**src/rtl/id_stage_sb_pkg.sv**
```systemverilog
// Shared RV32I decode constants and decode-class helpers for the id_stage_sb slice.
package id_stage_sb_pkg;

    localparam logic [31:0] INST_NOP = 32'h0000_0013;

    // Opcodes
    localparam logic [6:0] INST_TYPE_I   = 7'b0010011;
    localparam logic [6:0] INST_TYPE_R_M = 7'b0110011;
    localparam logic [6:0] INST_TYPE_B   = 7'b1100011;
    localparam logic [6:0] INST_JAL      = 7'b1101111;
    localparam logic [6:0] INST_JALR     = 7'b1100111;
    localparam logic [6:0] INST_LUI      = 7'b0110111;
    localparam logic [6:0] INST_AUIPC    = 7'b0010111;

    // I-type func3
    localparam logic [2:0] INST_ADDI  = 3'b000;
    localparam logic [2:0] INST_SLLI  = 3'b001;
    localparam logic [2:0] INST_SLTI  = 3'b010;
    localparam logic [2:0] INST_SLTIU = 3'b011;
    localparam logic [2:0] INST_XORI  = 3'b100;
    localparam logic [2:0] INST_SRI   = 3'b101;
    localparam logic [2:0] INST_ORI   = 3'b110;
    localparam logic [2:0] INST_ANDI  = 3'b111;

    // R-type func3 that also accept the alternate func7
    localparam logic [2:0] INST_ADD_SUB = 3'b000;
    localparam logic [2:0] INST_SR      = 3'b101;

    // Branch func3 holes
    localparam logic [2:0] INST_B_RSV0 = 3'b010;
    localparam logic [2:0] INST_B_RSV1 = 3'b011;

    localparam logic [2:0] INST_JALR_F3 = 3'b000;

    localparam logic [6:0] FUNCT7_BASE = 7'b0000000;
    localparam logic [6:0] FUNCT7_ALT  = 7'b0100000;

    typedef enum logic [3:0] {
        CLS_BAD,
        CLS_ALU_I,
        CLS_SHIFT_I,
        CLS_ALU_R,
        CLS_BRANCH,
        CLS_JAL,
        CLS_JALR,
        CLS_LUI,
        CLS_AUIPC
    } dec_class_e;

    function automatic dec_class_e classify(input logic [31:0] inst);
        logic [6:0] op;
        logic [2:0] f3;
        logic [6:0] f7;
        dec_class_e cls;
        op  = inst[6:0];
        f3  = inst[14:12];
        f7  = inst[31:25];
        cls = CLS_BAD;
        case (op)
            INST_TYPE_I: begin
                case (f3)
                    INST_ADDI, INST_SLTI, INST_SLTIU,
                    INST_XORI, INST_ORI, INST_ANDI: cls = CLS_ALU_I;
                    INST_SLLI: cls = (f7 == FUNCT7_BASE) ? CLS_SHIFT_I : CLS_BAD;
                    INST_SRI:  cls = (f7 == FUNCT7_BASE || f7 == FUNCT7_ALT) ? CLS_SHIFT_I : CLS_BAD;
                    default:   cls = CLS_BAD;
                endcase
            end
            INST_TYPE_R_M: begin
                if (f7 == FUNCT7_BASE)
                    cls = CLS_ALU_R;
                else if (f7 == FUNCT7_ALT && (f3 == INST_ADD_SUB || f3 == INST_SR))
                    cls = CLS_ALU_R;
            end
            INST_TYPE_B: cls = (f3 == INST_B_RSV0 || f3 == INST_B_RSV1) ? CLS_BAD : CLS_BRANCH;
            INST_JAL:    cls = CLS_JAL;
            INST_JALR:   cls = (f3 == INST_JALR_F3) ? CLS_JALR : CLS_BAD;
            INST_LUI:    cls = CLS_LUI;
            INST_AUIPC:  cls = CLS_AUIPC;
            default:     cls = CLS_BAD;
        endcase
        return cls;
    endfunction

    function automatic logic class_uses_rs1(input dec_class_e cls);
        return cls inside {CLS_ALU_I, CLS_SHIFT_I, CLS_ALU_R, CLS_BRANCH, CLS_JALR};
    endfunction

    function automatic logic class_uses_rs2(input dec_class_e cls);
        return cls inside {CLS_ALU_R, CLS_BRANCH};
    endfunction

    function automatic logic class_writes_rd(input dec_class_e cls);
        return cls inside {CLS_ALU_I, CLS_SHIFT_I, CLS_ALU_R, CLS_JAL, CLS_JALR, CLS_LUI, CLS_AUIPC};
    endfunction

endpackage

```
**src/rtl/id_stage_sb_scoreboard.sv**
```systemverilog
// Per-register outstanding-write counters (x1..x31) with a sticky underflow error flag.
import id_stage_sb_pkg::*;

module id_scoreboard #(
    parameter int MAX_INFLIGHT = 3,
    parameter bit FWD_EN       = 1'b0
) (
    input  logic       clk,
    input  logic       rst,
    input  logic       issue_valid,
    input  logic [4:0] issue_rd,
    input  logic       retire_valid,
    input  logic [4:0] retire_rd,
    input  logic [4:0] rs1,
    input  logic [4:0] rs2,
    input  logic [4:0] rd,
    output logic       rs1_busy,
    output logic       rs2_busy,
    output logic       rd_sat,
    output logic       rd_near_sat,
    output logic       err
);

    localparam int CW = $clog2(MAX_INFLIGHT + 1);
    localparam logic [CW-1:0] CNT_ONE = CW'(1);
    localparam logic [CW-1:0] CNT_MAX = CW'(MAX_INFLIGHT);

    logic [CW-1:0] cnt [32];

    // A source whose last outstanding write retires this cycle is free when bypass is built in.
    always_comb begin
        rs1_busy    = (rs1 != 5'd0) && (cnt[rs1] != '0)
                      && !(FWD_EN && retire_valid && retire_rd == rs1 && cnt[rs1] == CNT_ONE);
        rs2_busy    = (rs2 != 5'd0) && (cnt[rs2] != '0)
                      && !(FWD_EN && retire_valid && retire_rd == rs2 && cnt[rs2] == CNT_ONE);
        rd_sat      = (rd != 5'd0) && (cnt[rd] == CNT_MAX);
        rd_near_sat = (rd != 5'd0) && (cnt[rd] == CNT_MAX - CNT_ONE);
    end

    // NOTE: the counter array is a state table that must start clean, so it is reset explicitly
    // rather than treated as an uninitialised memory; all updates use <= so every lane sees old values.
    always_ff @(posedge clk) begin
        if (rst) begin
            for (int r = 0; r < 32; r++) cnt[r] <= '0;
            err <= 1'b0;
        end else begin
            for (int r = 1; r < 32; r++) begin
                if (issue_valid && issue_rd == 5'(r) && !(retire_valid && retire_rd == 5'(r)))
                    cnt[r] <= cnt[r] + CNT_ONE;
                else if (retire_valid && retire_rd == 5'(r) && !(issue_valid && issue_rd == 5'(r))
                         && cnt[r] != '0)
                    cnt[r] <= cnt[r] - CNT_ONE;
            end
            if (retire_valid && retire_rd != 5'd0 && cnt[retire_rd] == '0)
                err <= 1'b1;
        end
    end

endmodule

```
**src/rtl/id_stage_sb.sv**
```systemverilog
// Registered RV32I decode stage with scoreboard hazard stalls and flush.
// Optional ID_STAGE_FWD_EN: bypass wb_data into a source whose last write retires this cycle.
import id_stage_sb_pkg::*;

module id_stage_sb #(
    parameter int XLEN         = 32,
    parameter int MAX_INFLIGHT = 3
) (
    input  logic            clk,
    input  logic            rst,
    input  logic            in_valid,
    output logic            in_ready,
    input  logic [XLEN-1:0] inst_i,
    input  logic [XLEN-1:0] inst_addr_i,
    output logic [4:0]      rs1_addr_o,
    output logic [4:0]      rs2_addr_o,
    input  logic [XLEN-1:0] rs1_data_i,
    input  logic [XLEN-1:0] rs2_data_i,
    output logic            out_valid,
    input  logic            out_ready,
    output logic [XLEN-1:0] inst_o,
    output logic [XLEN-1:0] inst_addr_o,
    output logic [XLEN-1:0] op1_o,
    output logic [XLEN-1:0] op2_o,
    output logic [4:0]      rd_addr_o,
    output logic            reg_wen,
    input  logic            wb_valid,
    input  logic [4:0]      wb_rd,
    input  logic [XLEN-1:0] wb_data,
    input  logic            flush,
    output logic            sb_err
);

`ifdef ID_STAGE_FWD_EN
    localparam bit FWD_EN = 1'b1;
`else
    localparam bit FWD_EN = 1'b0;
`endif

    dec_class_e      cls;
    logic            use_rs1, use_rs2, wr_rd;
    logic [4:0]      rs1, rs2, rd;
    logic [XLEN-1:0] imm_i, imm_u, rs1_val, rs2_val, d_op1, d_op2;
    logic            rs1_busy, rs2_busy, rd_sat, rd_near_sat;
    logic            held_wr, haz_rs1, haz_rs2, haz_sat, hazard;
    logic            accept, issue;

    assign cls     = classify(inst_i);
    assign use_rs1 = class_uses_rs1(cls);
    assign use_rs2 = class_uses_rs2(cls);
    assign wr_rd   = class_writes_rd(cls);

    assign rs1 = use_rs1 ? inst_i[19:15] : 5'd0;
    assign rs2 = use_rs2 ? inst_i[24:20] : 5'd0;
    assign rd  = wr_rd   ? inst_i[11:7]  : 5'd0;
    assign rs1_addr_o = rs1;
    assign rs2_addr_o = rs2;

    assign imm_i = {{(XLEN-12){inst_i[31]}}, inst_i[31:20]};
    assign imm_u = {inst_i[31:12], 12'b0};

    assign rs1_val = (FWD_EN && wb_valid && rs1 != 5'd0 && wb_rd == rs1) ? wb_data : rs1_data_i;
    assign rs2_val = (FWD_EN && wb_valid && rs2 != 5'd0 && wb_rd == rs2) ? wb_data : rs2_data_i;

    // NOTE: every output of this block gets a default first, so no path can infer a latch.
    always_comb begin
        d_op1 = '0;
        d_op2 = '0;
        case (cls)
            CLS_ALU_I:             begin d_op1 = rs1_val; d_op2 = imm_i; end
            CLS_SHIFT_I:           begin d_op1 = rs1_val; d_op2 = XLEN'(inst_i[24:20]); end
            CLS_ALU_R, CLS_BRANCH: begin d_op1 = rs1_val; d_op2 = rs2_val; end
            CLS_JALR:              begin d_op1 = rs1_val; d_op2 = imm_i; end
            CLS_LUI:               d_op1 = imm_u;
            CLS_AUIPC:             begin d_op1 = imm_u; d_op2 = inst_addr_i; end
            default:               ;
        endcase
    end

    // The held instruction is not yet counted, so it is checked directly against sources and rd.
    assign held_wr = out_valid && reg_wen && rd_addr_o != 5'd0;
    assign haz_rs1 = rs1 != 5'd0 && (rs1_busy || (held_wr && rd_addr_o == rs1));
    assign haz_rs2 = rs2 != 5'd0 && (rs2_busy || (held_wr && rd_addr_o == rs2));
    assign haz_sat = rd != 5'd0 && (rd_sat || (rd_near_sat && held_wr && rd_addr_o == rd));
    assign hazard  = haz_rs1 || haz_rs2 || haz_sat;

    assign in_ready = !hazard && (!out_valid || out_ready) && !flush;
    assign accept   = in_valid && in_ready;
    assign issue    = out_valid && out_ready && !flush;

    id_scoreboard #(
        .MAX_INFLIGHT (MAX_INFLIGHT),
        .FWD_EN       (FWD_EN)
    ) u_sb (
        .clk          (clk),
        .rst          (rst),
        .issue_valid  (issue && reg_wen && rd_addr_o != 5'd0),
        .issue_rd     (rd_addr_o),
        .retire_valid (wb_valid),
        .retire_rd    (wb_rd),
        .rs1          (rs1),
        .rs2          (rs2),
        .rd           (rd),
        .rs1_busy     (rs1_busy),
        .rs2_busy     (rs2_busy),
        .rd_sat       (rd_sat),
        .rd_near_sat  (rd_near_sat),
        .err          (sb_err)
    );

    // Payload loads only on accept, so it stays stable under backpressure.
    always_ff @(posedge clk) begin
        if (rst) begin
            out_valid   <= 1'b0;
            inst_o      <= INST_NOP;
            inst_addr_o <= '0;
            op1_o       <= '0;
            op2_o       <= '0;
            rd_addr_o   <= 5'd0;
            reg_wen     <= 1'b0;
        end else if (flush) begin
            out_valid <= 1'b0;
        end else if (accept) begin
            out_valid   <= 1'b1;
            inst_o      <= inst_i;
            inst_addr_o <= inst_addr_i;
            op1_o       <= d_op1;
            op2_o       <= d_op2;
            rd_addr_o   <= rd;
            reg_wen     <= wr_rd;
        end else if (out_ready) begin
            out_valid <= 1'b0;
        end
    end

endmodule

```
**config.mk**
```make
export PLATFORM = sky130hd
export DESIGN_NAME = id_stage_sb
export DESIGN_NICKNAME = d
export VERILOG_FILES = /design/src/rtl/id_stage_sb_pkg.sv /design/src/rtl/id_stage_sb_scoreboard.sv /design/src/rtl/id_stage_sb.sv
export SDC_FILE = /design/constraint.sdc
export NUM_CORES = 1
export LEC_CHECK = 0
export CAP_MARGIN = 20
export CORE_ASPECT_RATIO = 1.2
export CORE_MARGIN = 2
export CORE_UTILIZATION = 28
export CTS_CLUSTER_SIZE = 10
export DETAILED_ROUTE_END_ITERATION = 8
export GPL_TIMING_DRIVEN = 1
export SETUP_SLACK_MARGIN = 0.15
export SYNTH_ARGS = -nofsm -noshare
export SYNTH_HDL_FRONTEND = slang
export SYNTH_SLANG_ARGS = --single-unit
```
**constraint.sdc**
```tcl
create_clock -name clk -period 8.2 [get_ports clk]
set_input_delay 1.64 -clock clk [delete_from_list [all_inputs] [get_ports clk]]
set_output_delay 1.64 -clock clk [all_outputs]
set_load 0.02 [all_outputs]
```
# == Word level (Yosys, flattened, before mapping) ==
# Memories as Yosys holds them, arrays and structs flattened.
# Index checks and enable logic that the tools add are counted.
# word_totals
register_bits,136
mem_bits_rw,64
out_inout_bits,147
input_bits,171
word_cells,824
n_memories,1
# memory_table
name,depth,width,rd,rd_ports_with_merged_regs,write_ports,line_no,text
u_sb.cnt,32,2,35,0,32,id_stage_sb_scoreboard.sv:28,logic [CW-1:0] cnt [32];
# op_classes
bitwise_logic,63
n_addsub,62
mux,296
eq_ne,90
reduce_logical,304
# op_table
operator,n
two-way mux 1 bit,221
logical AND 1 bit,178
== test 5 bit (second input constant),32
two-way mux 2 bit,66
one-hot mux 32 bit (4 select lines),1
== test 5 x 4 -> 1 bit (second input constant),16
nonzero test 2 bit,35
zero test 1 bit,65
one-hot mux 32 bit (2 select lines),1
adder 2 x 1 -> 2 bit (second input constant),31
bitwise OR 1 bit,62
subtractor 2 x 1 -> 2 bit (second input constant),31
== test 5 x 3 -> 1 bit (second input constant),8
nonzero test 5 bit,6
one-hot mux 4 bit (7 select lines),1
== test 7 x 6 -> 1 bit (second input constant),3
== test 7 bit (second input constant),3
== test 5 x 2 -> 1 bit (second input constant),4
== test 4 x 3 -> 1 bit (second input constant),4
== test 5 bit,3
two-way mux 5 bit,3
== test 7 x 5 -> 1 bit (second input constant),2
== test 3 bit (second input constant),4
one-hot mux 4 bit (3 select lines),1
other kinds (18),34

# == Depth between registers and ports, before layout ==
# Gate-level depths: netlist of run 1.
# An unclocked memory read counts as a cell.
# depth
depth_word,22
mapped_depth,15

# == By module ==
# A second synthesis of run 1 with hierarchy kept.
# unflattened
hier_cells,1364
area_unflattened_um2,12050.3
# by_module_without_submodules
mod,area_per_inst_um2,cells_each,n_inst,seq_area_each_um2
id_stage_sb,6228.5,738,1,2702.6
id_scoreboard,5821.8,626,1,1881.8

# == Worst setup path before layout of run 1 ==
# Ideal clock, no wire load.
# synth_path
kind,input to output
start,in inst_i[25]
end,out in_ready
stages,11
path_slack_ns,2.408
t_required_ns,6.560
arrival_ns,4.152
cell_sequence,or4_4 -> nor4_4 -> a21boi_2 -> o21a_4 -> o21ai_1 -> mux2_2 -> a221o_1 -> nand3_2 -> buf_6 -> buf_6 -> nor2_1
# synth_between
elab_chain_len,19
elab_cells_between_ends,54
cone_classes,eq/ne (14); mux (9); reduce/logical (30); memory (1)
# synth_rtl
item,line_no,text
start: declaration,id_stage_sb.sv:13,"input logic [XLEN-1:0] inst_i,"
== test 7 x 6 -> 1 bit / zero test 7 bit (equally long branches),-,
logical OR 1 bit / logical AND 1 bit (equally long branches),"id_stage_sb_pkg.sv:65, id_stage_sb_pkg.sv:72",
"two-way mux 2 bit, on equally long branches","id_stage_sb_pkg.sv:65, id_stage_sb_pkg.sv:72",
one-hot mux 4 bit (3 select lines) / two-way mux 2 bit (equally long branches),"id_stage_sb_pkg.sv:61, id_stage_sb_pkg.sv:70",
one-hot mux 4 bit (7 select lines) *,id_stage_sb_pkg.sv:59,case (op)
== test 4 x 1 -> 1 bit (tied with other cells),"id_stage_sb_pkg.sv:86, id_stage_sb_pkg.sv:94",
nonzero test 7 bit,id_stage_sb_pkg.sv:94,"return cls inside {CLS_ALU_I, CLS_SHIFT_I, CLS_ALU_R, CLS_JAL, CLS_JALR, CLS_LUI, CLS_AUIPC};"
two-way mux 5 bit,id_stage_sb.sv:55,assign rd = wr_rd ? inst_i[11:7] : 5'd0;
memory read (32 x 2 bit),-,
== test 2 bit,id_stage_sb_scoreboard.sv:37,rd_near_sat = (rd != 5'd0) && (cnt[rd] == CNT_MAX - CNT_ONE);
logical AND 1 bit,id_stage_sb_scoreboard.sv:37,
logical AND 1 bit (2 in series),id_stage_sb.sv:84,assign haz_sat = rd != 5'd0 && (rd_sat || (rd_near_sat && held_wr && rd_addr_o == rd));
logical OR 1 bit,id_stage_sb.sv:84,
logical AND 1 bit,id_stage_sb.sv:84,
logical OR 1 bit *,id_stage_sb.sv:85,assign hazard = haz_rs1 || haz_rs2 || haz_sat;
zero test 1 bit *,id_stage_sb.sv:87,assign in_ready = !hazard && (!out_valid || out_ready) && !flush;
logical AND 1 bit * (2 in series),id_stage_sb.sv:87,
end: declaration,id_stage_sb.sv:12,"output logic in_ready,"
# Every way passes the cells marked *; elsewhere a longest branch is shown, timed or not. The select of a mux whose other input is x is not followed.

# == Worst setup path after layout of run 1 ==
# Same ends and word-level chain as after synthesis.

==> impl_results.md, run 1 <==
- Pint: roughly 1.8 mW
- Largest cells by area after synthesis: dfxtp_1 22%, edfxtp_1 15%, a21oi_1 6.3%, a211oi_1 4.7%, o21ai_0 4.5%
- Max cap viols: 0
- Peak supply drop: 0.1376 mV
- CTS tree: built
- Wirelength, routed: 54.73 mm
- CTS clk-pin slew, worst paths: ~0.070 ns
- Slowest CP cell: clkdlybuf4s50_1
- Comb pwr share: 0.203
- R2R depth: 11
- Worst Setup Start Kind: primary input
- Antenna Nets Post-Route: 0
- Die Area: roughly 45000 um2
- Data required, critical path: 6.56 ns
- Commonest cells post-synth: 153 x a21oi_1, 145 x nor2_1, 136 x dfxtp_1, 109 x o21ai_0, 105 x nand2_1
- Share of the synthesized area in the top cell type: 0.2224
- CTS hold repair buffers: 0
- Syn Area/Cell: 8.482 um2
- Number of synthesized flops with an enable pin: 62
- Crit-path cells: clkdlybuf4s50_1, buf_4, or4_4, o31a_1, a2bb2oi_1, a211oi_1, o31ai_1, a31oi_1, a2bb2oi_1, nor2_1, nor2_1, clkdlybuf4s50_1
- GR Util met2: 0.3946
- N_diodes: 0
- DR DRC count: 0
- Final Power: about 2.5 mW
- P&R area growth vs syn: 31.15%
- Vias: approximately 13000
- Pins over their slew limit: 0
- Clk root buf: clkbuf_16
- Crit Path Category: in -> out
- Yosys reg bits: 198
- Unrepaired setup endpoints after global routing: no
- Die width: between 150 and 200 um
- Row count: 83
- Register share of total power: 0.440
- GP Congestion: 0.9731
- Reg2reg end: op1_o[14]$_SDFFE_PP0P_
- Initial antenna violation count: 0
- Largest net degree at the start of global routing: 91
- Worst Clk Skew: 0.01230 ns
- Drt wl/cell: 24.70 um
- Worst hold path type: reg -> reg
- Vias in the first global route: 12550
- Setup tns final: 0 ns
- GRT Total Usage: 0.2348
- Ys async rst share: 0
- Cell Area, Synth: 12240 um2
- Synth Flop Type: dfxtp_1
- Power per cell area: about 160 nW/um2
- Global route overflow: 0
- Slew HR: 0.3128
- Reg2reg start: rd_addr_o[2]$_SDFFE_PP0P_
- 1st-iter DRT viols: 1416
- # resized after CTS: 0
- Post-synthesis sequential area ratio: 0.3746
- Distinct cells, synth: slightly above 80
- Clk Latency, worst-skew pair: 0.47 ns
- R2R setup slack: 4.23 ns
- Worst-path maximum fanout: 4
- Initial core utilization: 0.2847
- Slew @ Worst Pin: 1.031 ns
- Min cycle time layout: 7.191 ns
- Sw frac: 0.2983
- Most common cell in the netlist: a21oi_1
- Filler cell count: around 4400
- I/O Pins: 318
- Post-Synthesis Cells: ~1400
- Final Cycle Share: 0.8769
- CP Capture Type: output pin
- First-pass GRT wire length: 80.53 mm
- CTS Buf Count: 17
- Post-CTS Setup Repair Bufs: 0
- Cell taking the most area after synthesis: dfxtp_1
- Final #Nets: 1825
- Met3 global-route usage: 0.04493
- Worst EP arrival: 5.55 ns
- Top Usage Layer GRT: met2
- Yosys warns: 0
- Dpl hpwl: roughly 40 mm
- Vias/cell: 5.928
- Core ar.: 42990 um2
- Final hold viol count: 0
- Crit path from: inst_i[25]
- First-pass detailed-route iteration total: 6
- Final setup fails: 0
- Status: completed
- Chip height: roughly 230 um
- Leakage: 5.269 nW
- Layout cells sized above 1: 0.08834
- PortBufs: around 290
- Met1 Use GR: 0.2870
- Psw: 0.7522 mW
- Max Clock Freq: 0.1391 GHz
- Clock buffer depth: 2
- CTS Sinks: 198
- Net Count, Synth: 1615
- Setup crit end: in_ready
- Slowest cell delay on critical path: 0.68 ns
- H-tree depth: 4
- Clock share of power: 0.358
per-stage QoR:
stage                     setup WS, ns  instances  instance area, um2  hold slack, ns  utilization
after floorplan                  2.408       1443               12240          0.5334            -
after global placement           1.048       2185               15410          0.4441       0.3585
after detailed placement         1.067       2186               15440          0.4527       0.3592
after CTS                        1.051       2216               16050          0.4629       0.3733
after global routing            0.8832       2216               16050          0.4799       0.3733
final                            1.009       2216               16050          0.4601       0.3733
per-layer routing:
metal | wire, um | vias to the layer above | part of all wire
li1 | - | 5895 | -
met1 | 21710 | 6354 | 0.40
met2 | 25850 | 771 | 0.47
met3 | 4724 | 117 | 0.086
met4 | 2446 | 0 | 0.045
met5 | 0 | - | 0
flip-flops by register name (all words and copies together), names as in the netlist:
signal / count
inst_o: 32
inst_addr_o: 32
out_valid: 1
op1_o: 32
u_sb.cnt: 62
op2_o: 32
u_sb.err: 1
rd_addr_o: 5
reg_wen: 1
worst max-delay path, delay by kind of cell:
kind | cells | cell delay [ns]
compound gates | 6 | 1.81
buf+inv | 3 | 1.24
simple gates | 3 | 0.85
layout by cell type (no fill, tap or decap), types with 21 or more instances in the layout:
master	synthesis	layout
a221oi_1	25	25
clkdlybuf4s50_1	0	284
a211oi_1	77	77
nand3_1	82	82
nand2_1	105	105
buf_4	1	32
edfxtp_1	62	62
a22oi_1	23	23
o21ai_0	109	109
nor3_1	25	24
mux2_2	21	21
nor2_1	145	144
a21oi_1	153	153
dfxtp_1	136	136
cell type report:
| cell class | instances | area (um2) | share of cell area |
|---|---|---|---|
| Sequential cell | 198 | 4584 | 0.2856 |
| Clock buffer | 23 | 531.8 | 0.03313 |
| Timing Repair Buffer | 319 | 3142 | 0.1957 |
| Multi-Input combinational cell | 1101 | 6965 | 0.4339 |
| Inverter | 16 | 60.06 | 0.003742 |
| Clock inverter | 7 | 77.57 | 0.004833 |
| Tap cell | 552 | 690.7 | 0.04303 |
logic make-up (layout without fill, tap and decap cells):
group | after synthesis | after routing | share of synthesized area
flops | 198 | 198 | 0.3746
mux | 54 | 54 | 0.06369
simple gates | 476 | 476 | 0.1879
xor+xnor | 31 | 31 | 0.02218
buf+inv | 144 | 365 | 0.05888
fa+ha+maj | 1 | 1 | 0.001022
compound gates | 539 | 539 | 0.2918
power by group through the flow:
stage / Combinational [mW] / Clock [mW] / Sequential (mW)
4_1_cts: 0.508 / 0.919 / 1.11
6_report: 0.511 / 0.902 / 1.11
5_1_grt: 0.541 / 0.952 / 1.11
2_1_floorplan: 0.234 / 0 / 1.16
3_5_place_dp: 0.505 / 0 / 1.13
3_3_place_gp: 0.504 / 0 / 1.13
how the worst min path moves through the flow:
stage	startpoint	endpoint	slack [ns]	cells after the start
floorplan	op1_o[0]$_SDFFE_PP0P_	op1_o[0]$_SDFFE_PP0P_	0.53	2
global placement	op1_o[1]$_SDFFE_PP0P_	op1_o[1]$_SDFFE_PP0P_	0.44	2
detailed placement	op1_o[6]$_SDFFE_PP0P_	op1_o[6]$_SDFFE_PP0P_	0.45	2
CTS	op1_o[6]$_SDFFE_PP0P_	op1_o[6]$_SDFFE_PP0P_	0.46	2
global route	op1_o[8]$_SDFFE_PP0P_	op1_o[8]$_SDFFE_PP0P_	0.48	2
finish	op1_o[6]$_SDFFE_PP0P_	op1_o[6]$_SDFFE_PP0P_	0.46	2
No activity file was read; power rests on OpenSTA's default activity.
==> run 2, diff against run 1 <==
--- a/config.mk
+++ b/config.mk
@@ -12,7 +12,9 @@
 export CTS_CLUSTER_SIZE = 10
 export DETAILED_ROUTE_END_ITERATION = 8
 export GPL_TIMING_DRIVEN = 1
+export RECOVER_POWER = 25
 export SETUP_SLACK_MARGIN = 0.15
+export SLEW_MARGIN = 20
 export SYNTH_ARGS = -nofsm -noshare
 export SYNTH_HDL_FRONTEND = slang
 export SYNTH_SLANG_ARGS = --single-unit
==> run 2 against run 1 <==
Compared with the run above:
- the run now ends with max-capacitance violations, max-slew violations left
- clock power shrank 7.6%
- sequential share of layout area up 0.16 points
- die area stayed put
- clock skew hardly changed
- hold slack lost 0.0014 ns
==> impl_results.md, run 2 (synthesis gave the netlist of run 1 again) <==
- Clk root buf: clkbuf_16
- P&R area growth vs syn: 30.41%
- Setup tns final: 0 ns (unchanged)
- Filler-free cell count of the finished design: 2217 (+0.045%)
- Core ar.: 42990 um2 (unchanged)
- Unrepaired setup endpoints after global routing: no
- DR DRC count: 0 (unchanged)
- Filler cell count: 4433 (+0.91%)
- # resized after CTS: 0 (unchanged)
- Worst EP arrival: 5.58 ns (+0.03 ns)
- Max Clock Freq: 0.1384 GHz (-0.45%)
- Power per cell area: 153.3 nW/um2 (-2.4%)
- Min cycle time layout: 7.224 ns (+0.03269 ns)
- R2R setup slack: 4.17 ns (-0.06 ns)
- Hold Slack: 0.4587 ns (-0.001429 ns)
- Wirelength, routed: 54.60 mm (-0.24%)
- Largest net degree at the start of global routing: 91 (unchanged)
- GP Congestion: 0.9731 (unchanged)
- Worst-path maximum fanout: 4 (unchanged)
- GRT Total Usage: 0.2339 (-0.0009168)
- Place WS: 1.015 ns (-0.05207 ns)
- Dpl hpwl: 39.69 mm (-0.31%)
- Final Cycle Share: 0.8809 (+0.003987)
- CTS tree: built
- Setup ws final: 0.9764 ns (-0.03269 ns)
- Worst Clk Skew: 0.01271 ns (+0.0004088 ns)
- Cell depth of the worst setup path: 12 (unchanged)
- Multi-input gate area: 6970 um2 (about the same)
- Worst hold path type: reg -> reg
- Vias/cell: 5.925 (about the same)
- Final Power: 2.447 mW (-3.0%)
- Die width: 194.9 um (unchanged)
- Clk Latency, worst-skew pair: 0.47 ns (about the same)
- CTS Sinks: 198 (unchanged)
- Vias in the first global route: 12400 (-1.3%)
- CTS Buf Count: 17 (unchanged)
- Die Area: 45410 um2 (unchanged)
- Layout cells sized above 1: 0.08769 (-0.0006537)
- 1st-iter DRT viols: 1352 (-4.5%)
- Top reg by flops: u_sb.cnt
- First-pass detailed-route iteration total: 6 (unchanged)
- Status: finished with violations
- CTS hold repair buffers: 0 (unchanged)
- Most frequent cells in the layout: 192 x clkdlybuf4s50_1, 153 x a21oi_1, 144 x nor2_1
- Crit-path cells: clkdlybuf4s50_1, buf_4, or4_4, o31a_1, a2bb2oi_1, a211oi_1, o31ai_1, a31oi_1, a2bb2oi_1, nor2_1, nor2_1, clkdlybuf4s50_1
- H-tree depth: 4 (unchanged)
- Worst Setup Start Kind: primary input
- CP Capture Type: output pin
- Clock buffer depth: 2 (unchanged)
- R2R depth: 11 (unchanged)
- Data required, critical path: 6.56 ns (about the same)
- Initial antenna violation count: 0 (unchanged)
- Reg area: 4584 um2 (unchanged)
- Final setup fails: 0 (unchanged)
- Initial core utilization: 0.2847 (unchanged)
- Slew HR: -2.067 (-2.380)
- Row count: 83 (unchanged)
- First-pass GRT wire length: 80.35 mm (-0.22%)
- Final hold viol count: 0 (unchanged)
- Drt wl/cell: 24.63 um (-0.29%)
- Failing checks: max-capacitance violations, max-slew violations
- Crit Path Category: in -> out
- N_diodes: 0 (unchanged)
- Final #Nets: 1824 (-0.055%)
- Slew @ Worst Pin: 4.601 ns (+3.570 ns)
- CTS clk-pin slew, worst paths: 0.07 ns (about the same)
- Global route overflow: 0 (unchanged)
- Post-CTS Setup Repair Bufs: 0 (unchanged)
- Peak supply drop: 0.1404 mV (+2.0%)
- Pins over their slew limit: 89 (+89)
- Most common cell after layout, fill and taps aside: clkdlybuf4s50_1
- Top Family by Delay on Critical Path: compound AO/OA/AOI/OAI gates
- Max cap viols: 1 (+1)
- Inst Count DP: 2185 (-0.046%)
- Worst path bufs/invs: 3 (unchanged)
- I/O Pins: 318 (unchanged)
- WHS Path Cells: 2 (unchanged)
- Vias: 13140 (-0.015%)
- Slowest CP cell: clkdlybuf4s50_1
- Chip height: 233.0 um (unchanged)
- Slowest cell delay on critical path: 0.69 ns (about the same)
- Largest register FFs: 62 (unchanged)
- PortBufs: 285 (unchanged)
- Leakage: 5.498 nW (+4.3%)
- Antenna Nets Post-Route: 0 (unchanged)
==> run 2: changes by cell type in the layout (fill, tap and decap cells not counted), moves of 2 or more <==
| cell | change |
|---|---|
| inv_8 | +2 |
| clkbuf_16 | -3 |
| clkbuf_1 | +2 |
| dlygate4sd3_1 | +92 |
| inv_4 | +3 |
| clkdlybuf4s50_1 | -92 |
==> run 2: final timing paths <==
check	start	end
hold reg to reg	op1_o[6]$_SDFFE_PP0P_	op1_o[6]$_SDFFE_PP0P_
setup / recovery	inst_i[25]	in_ready
hold / removal	op1_o[6]$_SDFFE_PP0P_	op1_o[6]$_SDFFE_PP0P_
setup reg to reg	rd_addr_o[2]$_SDFFE_PP0P_	op2_o[17]$_SDFFE_PP0P_
==> run 2: layout make-up <==
cell class                      count  share of cell area
Sequential cell                   198              0.2872
Timing Repair Buffer              318              0.1946
Tap cell                          552             0.04327
Inverter                           16            0.003763
Clock inverter                     11            0.005566
Multi-Input combinational cell   1101              0.4367
Clock buffer                       21             0.02885
==> run 2: per-layer routing <==
metal,share of wire,vias up,global-route usage,routed length (um)
li1,-,5897,-,-
met1,0.40,6411,0.2867,21940
met2,0.47,705,0.3958,25820
met3,0.083,122,0.05262,4542
met4,0.042,0,0.09828,2294
met5,0,-,0,0
==> run 2: through the flow <==
step | area (um2) | util
after floorplan | 12240 | -
after global placement | 15410 | 0.3585
after detailed placement | 15420 | 0.3587
after CTS | 15970 | 0.3714
after global routing | 15960 | 0.3713
final | 15960 | 0.3713
==> run 2: worst register-to-register path, delay by kind of cell (launching register included) <==
kind	cells	cell delay, ns
buffers and inverters	3	1.09
AND/OR/NAND/NOR	5	1.14
flip-flops	1	0.49
AO/OA/AOI/OAI	3	1.17
==> run 2: power breakdown <==
group / switching, mW / total (mW) / internal, mW
Sequential: 0.0456 / 1.11 / 1.06
Clock: 0.421 / 0.833 / 0.412
Combinational: 0.295 / 0.506 / 0.211
Total: 0.761 / 2.45 / 1.69
